===== src/rtl/sos_frame_ctrl.sv =====
// Frame sequencer for the sos_cache 3x3 line buffer: forwards one frame of cells,
// counts returned window_valid pulses and flags completion, count errors and aborts.
module sos_frame_ctrl #(
    parameter int unsigned TOTAL_BIT_WIDTH = 35,
    parameter int unsigned FRAME_W         = 34,
    parameter int unsigned FRAME_H         = 34,
    parameter int unsigned CNT_W           = 11,
    parameter int unsigned DRAIN_CYC       = 4
) (
    input  logic                       aclk,
    input  logic                       arest,
    input  logic                       start,
    input  logic                       abort,
    input  logic                       s_valid,
    output logic                       s_ready,
    input  logic [TOTAL_BIT_WIDTH-1:0] s_data,
    input  logic                       dn_ready,
    output logic                       sos_valid,
    output logic [TOTAL_BIT_WIDTH-1:0] sum_of_squares,
    output logic                       cache_rst_n,
    input  logic                       window_valid,
    output logic                       busy,
    output logic                       frame_done,
    output logic                       win_err,
    output logic                       aborted,
    output logic [CNT_W-1:0]           win_cnt
);

    localparam int unsigned TBW     = TOTAL_BIT_WIDTH;
    localparam int unsigned DRAIN_W = $clog2(DRAIN_CYC + 1);

    localparam logic [CNT_W-1:0]   LAST_CELL  = CNT_W'(FRAME_W * FRAME_H - 1);
    localparam logic [CNT_W-1:0]   WIN_EXP    = CNT_W'((FRAME_W - 2) * (FRAME_H - 2));
    localparam logic [DRAIN_W-1:0] DRAIN_LAST = DRAIN_W'(DRAIN_CYC - 1);

    typedef enum logic [1:0] {
        ST_IDLE,
        ST_RUN,
        ST_DRAIN,
        ST_DONE
    } state_e;

    state_e             state_q, state_d;
    logic [CNT_W-1:0]   cell_cnt_q, cell_cnt_d;
    logic [DRAIN_W-1:0] drain_cnt_q, drain_cnt_d;
    logic [CNT_W-1:0]   win_cnt_q, win_cnt_d;
    logic               win_err_q, win_err_d;
    logic               sos_valid_q, sos_valid_d;
    logic [TBW-1:0]     sos_data_q, sos_data_d;
    logic               frame_done_q, frame_done_d;
    logic               aborted_q, aborted_d;
    logic               busy_q, busy_d;
    logic               crst_n_q, crst_n_d;
    logic               crst_hold_q, crst_hold_d;

    logic               xfer;
    logic               win_hit;
    logic [CNT_W-1:0]   win_cnt_inc;

    assign s_ready     = (state_q == ST_RUN) & dn_ready & crst_n_q;
    assign xfer        = s_valid & s_ready;
    assign win_hit     = window_valid & ((state_q == ST_RUN) | (state_q == ST_DRAIN));
    assign win_cnt_inc = (win_hit && (win_cnt_q != '1)) ? win_cnt_q + CNT_W'(1) : win_cnt_q;

    // Next-state and registered-output logic; abort overrides everything below it.
    always_comb begin
        state_d      = state_q;
        cell_cnt_d   = cell_cnt_q;
        drain_cnt_d  = drain_cnt_q;
        win_cnt_d    = win_cnt_q;
        win_err_d    = win_err_q;
        sos_valid_d  = 1'b0;
        sos_data_d   = sos_data_q;
        frame_done_d = 1'b0;
        aborted_d    = 1'b0;
        crst_n_d     = ~crst_hold_q;
        crst_hold_d  = 1'b0;

        if (xfer) begin
            sos_valid_d = 1'b1;
            sos_data_d  = s_data;
        end

        case (state_q)
            ST_IDLE: begin
                if (start) begin
                    state_d     = ST_RUN;
                    cell_cnt_d  = '0;
                    drain_cnt_d = '0;
                    win_cnt_d   = '0;
                    win_err_d   = 1'b0;
                end
            end
            ST_RUN: begin
                win_cnt_d = win_cnt_inc;
                if (xfer) begin
                    cell_cnt_d = cell_cnt_q + CNT_W'(1);
                    if (cell_cnt_q == LAST_CELL) begin
                        state_d     = ST_DRAIN;
                        drain_cnt_d = '0;
                    end
                end
            end
            ST_DRAIN: begin
                win_cnt_d   = win_cnt_inc;
                drain_cnt_d = drain_cnt_q + DRAIN_W'(1);
                if (drain_cnt_q == DRAIN_LAST) begin
                    state_d      = ST_DONE;
                    win_err_d    = (win_cnt_inc != WIN_EXP);
                    frame_done_d = 1'b1;
                end
            end
            ST_DONE: begin
                state_d = ST_IDLE;
            end
            default: begin
                state_d = ST_IDLE;
            end
        endcase

        // Hold the cache in reset for two cycles so its cell counter realigns.
        if (abort) begin
            state_d      = ST_IDLE;
            win_cnt_d    = '0;
            sos_valid_d  = 1'b0;
            sos_data_d   = sos_data_q;
            frame_done_d = 1'b0;
            aborted_d    = 1'b1;
            crst_n_d     = 1'b0;
            crst_hold_d  = 1'b1;
        end

        busy_d = (state_d != ST_IDLE);
    end

    always_ff @(posedge aclk or posedge arest) begin
        if (arest) begin
            state_q      <= ST_IDLE;
            cell_cnt_q   <= '0;
            drain_cnt_q  <= '0;
            win_cnt_q    <= '0;
            win_err_q    <= 1'b0;
            sos_valid_q  <= 1'b0;
            sos_data_q   <= '0;
            frame_done_q <= 1'b0;
            aborted_q    <= 1'b0;
            busy_q       <= 1'b0;
            crst_n_q     <= 1'b0;
            crst_hold_q  <= 1'b0;
        end else begin
            state_q      <= state_d;
            cell_cnt_q   <= cell_cnt_d;
            drain_cnt_q  <= drain_cnt_d;
            win_cnt_q    <= win_cnt_d;
            win_err_q    <= win_err_d;
            sos_valid_q  <= sos_valid_d;
            sos_data_q   <= sos_data_d;
            frame_done_q <= frame_done_d;
            aborted_q    <= aborted_d;
            busy_q       <= busy_d;
            crst_n_q     <= crst_n_d;
            crst_hold_q  <= crst_hold_d;
        end
    end

    assign sos_valid      = sos_valid_q;
    assign sum_of_squares = sos_data_q;
    assign cache_rst_n    = crst_n_q;
    assign busy           = busy_q;
    assign frame_done     = frame_done_q;
    assign win_err        = win_err_q;
    assign aborted        = aborted_q;
    assign win_cnt        = win_cnt_q;

endmodule


===== config.mk =====
export PLATFORM = sky130hd
export DESIGN_NAME = sos_frame_ctrl
export DESIGN_NICKNAME = d
export VERILOG_FILES = /design/src/rtl/sos_frame_ctrl.sv
export SDC_FILE = /design/constraint.sdc
export NUM_CORES = 1
export LEC_CHECK = 0
export ABC_AREA = 0
export CAP_MARGIN = 20
export CORE_ASPECT_RATIO = 2
export CORE_MARGIN = 2
export CORE_UTILIZATION = 48
export DETAILED_ROUTE_END_ITERATION = 7
export PLACE_DENSITY = 0.78
export SYNTH_ARGS = -nofsm -noshare
export SYNTH_HDL_FRONTEND = slang
export SYNTH_SLANG_ARGS = --single-unit

===== constraint.sdc =====
create_clock -name aclk -period 3.1 [get_ports aclk]
set_clock_uncertainty 0.2 [all_clocks]
set_input_delay 0.62 -clock aclk [delete_from_list [all_inputs] [get_ports aclk]]
set_output_delay 0.62 -clock aclk [all_outputs]
set_load 0.02 [all_outputs]

* Word level (Yosys, flattened, before mapping)
Cells that the tools add are included.
** Storage, ports and cells
- Output and inout bits :: 53
- Word-level logic and storage cells :: 72
- Register bits after elaboration :: 68
- Input bits :: 42
** Cells by class
- Muxes and demuxes :: 26
- Bitwise operators :: 7
- Reduce and logical (&&, ||, !) cells :: 13
- Add/sub/neg operators :: 3
- Eq/ne operators :: 12
** Operators with widths (number)
- two-way mux 11 bit :: 4
- case mux 11 bit (2 select lines) :: 2
- adder 11 x 1 -> 11 bit, second input constant :: 2
- != test 11 bit, second input constant :: 2
- == test 11 bit, second input constant :: 1
- two-way mux 2 bit :: 5
- two-way mux 1 bit :: 9
- two-way mux 3 bit :: 3
- case mux 3 bit (3 select lines) :: 1
- case mux 2 bit (4 select lines) :: 1
- AND reduction 3 bit :: 2
- nonzero test 2 bit :: 3
- nonzero test 3 bit :: 2
- AND 1 bit :: 4
- == test 2 bit, second input constant :: 2
- != test 2 x 1 -> 1 bit, second input constant :: 2
- != test 2 bit, second input constant :: 2
- AND reduction 2 bit :: 2
- AND reduction 4 bit :: 1
- adder 3 x 1 -> 3 bit, second input constant :: 1
- == test 3 x 2 -> 1 bit, second input constant :: 1
- != test 3 bit, second input constant :: 1
- == test 2 x 1 -> 1 bit, second input constant :: 1
- zero test 2 bit :: 1
- 5 further kinds :: 6

* Longest topological paths before layout
- Depth after elaboration :: 8
- Mapped depth :: 8
- Mapped depth without buffers :: 7

* Least setup slack after synthesis
OpenSTA, ideal clock, no wires.
- Path kind :: reg2reg
- Start :: register state_q[1]
- End :: register sos_data_q[0] (netlist: sum_of_squares[0])
- Clock period less this slack :: 2144 ps
- Path buffers :: 2
- Stages on the path, launching flop included :: 8
- Required time :: 2775 ps
- Setup slack :: 956 ps
- Arrival :: 1819 ps
- Setup time :: 125 ps
- Cell sequence :: dfrtp_1 -> inv_1 -> ha_1 -> buf_2 -> nand4_2 -> nor2_2 -> buf_4 -> mux2_2
** Between the ends
- Word-level cells in the longest chain between the ends :: 5
** RTL lines
- start, declared :: line 43 : state_e state_q, state_d;
- start signal, assigned :: line 151 : state_q <= state_d;
- == test 2 x 1 -> 1 bit :: line 60 : assign s_ready = (state_q == ST_RUN) & dn_ready & crst_n_q;
- AND 1 bit (2 in series) :: line 60
- AND 1 bit :: line 61 : assign xfer = s_valid & s_ready;
- AND reduction 2 bit (no source line)
- end signal, assigned :: line 157 : sos_data_q <= sos_data_d;
- end, declared :: line 49 : logic [TBW-1:0] sos_data_q, sos_data_d;
No other way between the ends.
A chain may end at the register's enable or synchronous reset.

* Worst setup path in the final report
- Start :: input port dn_ready
- End :: output port s_ready
** Between the ends
- Word-level cells in the longest chain between the ends :: 2
** RTL lines
- start, declared :: line 17 : input logic dn_ready,
- AND 1 bit (2 in series) :: line 60
- end, declared :: line 15 : output logic s_ready,
No other way between the ends.

==> results <==
critical path, delay by kind of cell:
kind | cells | cell delay, ns
buffers and inverters | 2 | 1.12
and+or+nand+nor | 1 | 0.17
cells in the final DEF (no fill, tap or decap), drive strengths merged, types with 2 or more instances in the layout:
cell,instances
nand3,12
and3,6
nand4,12
ha,8
o21a,3
nand2,18
nor2b,2
mux2i,3
dfrtp,68
a41oi,2
and4,2
or3,4
xor2,5
a22o,2
o21ai,20
or2,2
clkdlybuf4s50,94
a31oi,6
a21oi,14
nand2b,6
mux2,35
nand4b,2
nor2,15
and2,7
inv,11
clkinv,2
xnor2,3
o22ai,2
buf,4
clkbuf,13
a211o,2
a2111oi,2
nor4,2
synth_stat cells, drive strengths merged, types with 7 or more instances:
cell type	instances	area, µm²
inv	11	41.3
a21oi	14	73.8
nand2	18	67.6
mux2	35	394
and2	7	43.8
ha	8	100
nand3	12	65.1
nand4	12	87.6
buf	8	47.5
dfrtp	68	1700
nor2	15	58.8
o21ai	20	100
flip-flops by register name (all words and copies together) (netlist names):
signal          count
crst_hold_q         1
sos_valid           1
sum_of_squares     35
busy                1
frame_done          1
win_err             1
cache_rst_n         1
win_cnt            11
state_q             2
cell_cnt_q         11
drain_cnt_q         3
per-stage QoR:
step / utilization / hold slack (ns) / std cells / total power [mW] / area [µm²]
global route: 0.694 / 0.236 / 484 / 3.15 / 4600
CTS: 0.694 / 0.216 / 484 / 3.03 / 4600
finish: 0.694 / 0.219 / 484 / 3.00 / 4600
detailed placement: 0.654 / 0.210 / 469 / 2.10 / 4330
floorplan: - / 0.248 / 292 / 1.65 / 3290
global placement: 0.654 / 0.208 / 469 / 2.07 / 4330
logic make-up after synthesis:
group                      count (synthesis)  synth area share
xor gates and xnor gates                   8            0.0213
buffers and inverters                     20            0.0282
AOI/OAI and AO/OA                         56             0.110
adders and majority gates                  8            0.0305
muxes                                     38             0.129
and+or+nand+nor                           94             0.163
DFF                                       68             0.518
final cells by class:
cell class / instances / area, µm²
Fill cell: 537 / 2020
Clock buffer: 13 / 260
Multi-Input combinational cell: 204 / 1490
Sequential cell: 68 / 1700
Inverter: 11 / 41.3
Tap cell: 88 / 110
Timing Repair Buffer: 98 / 983
Clock inverter: 2 / 10.0
power by group through the flow:
stage / Combinational (mW) / Clock [mW] / Sequential, mW
global route: 1.02 / 0.984 / 1.15
finish: 0.953 / 0.924 / 1.12
global placement: 0.942 / 0 / 1.13
detailed placement: 0.961 / 0 / 1.14
CTS: 0.964 / 0.943 / 1.13
floorplan: 0.347 / 0 / 1.30
routing by layer:
layer | vias up | global-route usage | part of all wire
met5 | - | 0 | 0
met4 | 0 | 0.142 | 0.043
met3 | 21 | 0.0594 | 0.043
met2 | 81 | 0.435 | 0.56
met1 | 1313 | 0.237 | 0.36
li1 | 1260 | - | -
how the worst min path moves through the flow:
stage / startpoint / to / slack [ns] / cells past startpoint
2_1_floorplan: drain_cnt_q[2] / drain_cnt_q[2] / 0.25 / 2
3_3_place_gp: crst_hold_q / cache_rst_n / 0.21 / 1
3_5_place_dp: crst_hold_q / cache_rst_n / 0.21 / 1
4_1_cts: crst_hold_q / cache_rst_n / 0.22 / 1
5_1_grt: crst_hold_q / cache_rst_n / 0.24 / 1
6_report: crst_hold_q / cache_rst_n / 0.22 / 1
==> key figures <==
Clocking
  • CTS tree: yes
  • Total CTS buffers: 9
  • Root Driver: sky130_fd_sc_hd__clkbuf_16
  • # clock sinks: 68
  • Cts hold-fix bufs: 0
  • Worst-skew pair later-pin latency: 0.33 ns
  • Post-CTS Setup Bufs: 0
  • Number of levels the H-tree was split into: 3
  • Buffers from clock root to sink, at most: 2
  • Clock input transition at the sequential cells of the worst setup and hold paths: 0.05 ns
  • # resized after CTS: 0

Timing
  • Accumulated negative setup slack: 0 ns
  • Final setup violation count: 0
  • Setup repair after global routing missed its margin: no
  • Final critical-path required period: 2.72 ns
  • Final Slew Violations: 0
  • Slew at the pin closest to its max-slew limit: 0.600 ns
  • Period utilization: 0.879
  • Max frequency: 367 MHz
  • Hold Violations, Final: 0
  • Minimum setup slack in the final design: 0.376 ns
  • Headroom to the max-slew limit: 0.599

Routing
  • Via count normalized by instance count: 5.53
  • Antenna-violating nets left: 0
  • Wirelength, routed: 8230 µm
  • Average wire length per cell after detail routing: 17.0 µm
  • Drt initial violations: 76
  • Drc violations: 0
  • Vias after detailed routing: 2,675
  • Total iterations of the first detailed-routing run: 4

Final layout
  • Synth-to-Final Area Change: 39.9%
  • Ant. Diodes: 0
  • Post-layout net count: 442
  • Fraction of layout instances using a drive strength above 1: 0.157

Die
  • Total core area: 0.00662 mm²
  • DIE HEIGHT: 121 µm
  • Effective utilization at floorplan: 0.496
  • Num ports: 95
  • Die width: 62.5 µm
  • Die area: 0.00756 mm²
  • Core Rows: 42

Logic synthesis
  • Number of warning messages in the yosys log: 0
  • EDFF count, synth: 0
  • Post-synthesis net count: 342
  • Mean post-synth cell area: 11.3 µm²
  • Cell count after synthesis: 292
  • Most used DFF post-synth: sky130_fd_sc_hd__dfrtp_1
  • Sequential cell area fraction in the yosys report: 0.518
  • Synthesized area: 0.00329 mm²
  • Proportion of register bits with asynchronous set or reset after synthesis: 1.00
  • Count of state elements after synthesis: 68
  • Synth cell types: 45

Global route
  • Grt ovf: 0
  • Antenna violations before repair: 0
  • Vias in the first global route: 2,699
  • GRT Total Usage: 0.238
  • Global-route wire length before repair: 13,500 µm
  • Maximum number of pins on one net before global-route repair: 37

Worst setup path
  • Arrival time of the worst setup path: 1.90 ns
  • Critical path cell sequence: clkdlybuf4s50_1 > and3_1 > clkdlybuf4s50_1
  • Cell occurring most often along the worst timing path: sky130_fd_sc_hd__clkdlybuf4s50_1
  • Element type at the critical path start: primary input
  • Kind of critical path: in2out
  • R2R cell count: 7
  • Critical path required time: 2.28 ns
  • Critical Path Slowest Stage Cell: sky130_fd_sc_hd__clkdlybuf4s50_1
  • Last element of the critical path: s_ready
  • Capture instance of the worst register-to-register path: win_err
  • Critical path fanouts, max: 3
  • Sort of element at the end of the critical path: output port
  • Critical register-to-register path startpoint: state_q[0]
  • Minimum setup slack among reg-to-reg paths: 0.73 ns
  • Delay contributed by the slowest stage of the critical path: 0.60 ns
  • Critical Path Source: dn_ready

Place
  • Placed wire-length estimate: 6210 µm
  • Number of buffers added on ports: 94
  • Post-Place Worst Slack: 0.375 ns
  • Weighted congestion reported at the end of routability-driven placement: 0.845

Flow run
  • MaxCap Viol Count: 0

Pwr
  • Power spent charging and discharging nets: 0.917 mW
  • Design internal power: 2.08 mW
  • Sequential group share of total power: 0.375
  • Pwr dens: 653 mW/mm²
  • Relative contribution of combinational cells to total power: 0.318
  • Worst vdd rail ir drop: 0.000394 V
  • Static leakage: 2.01 nW
  • Share of power burned in the clock network: 0.308
  • Sw frac: 0.305

Status
  • Result of the run: complete, no violations

Worst hold path
  • Path category of the worst min-delay check: reg2reg
No activity file was read; power rests on OpenSTA's default activity.
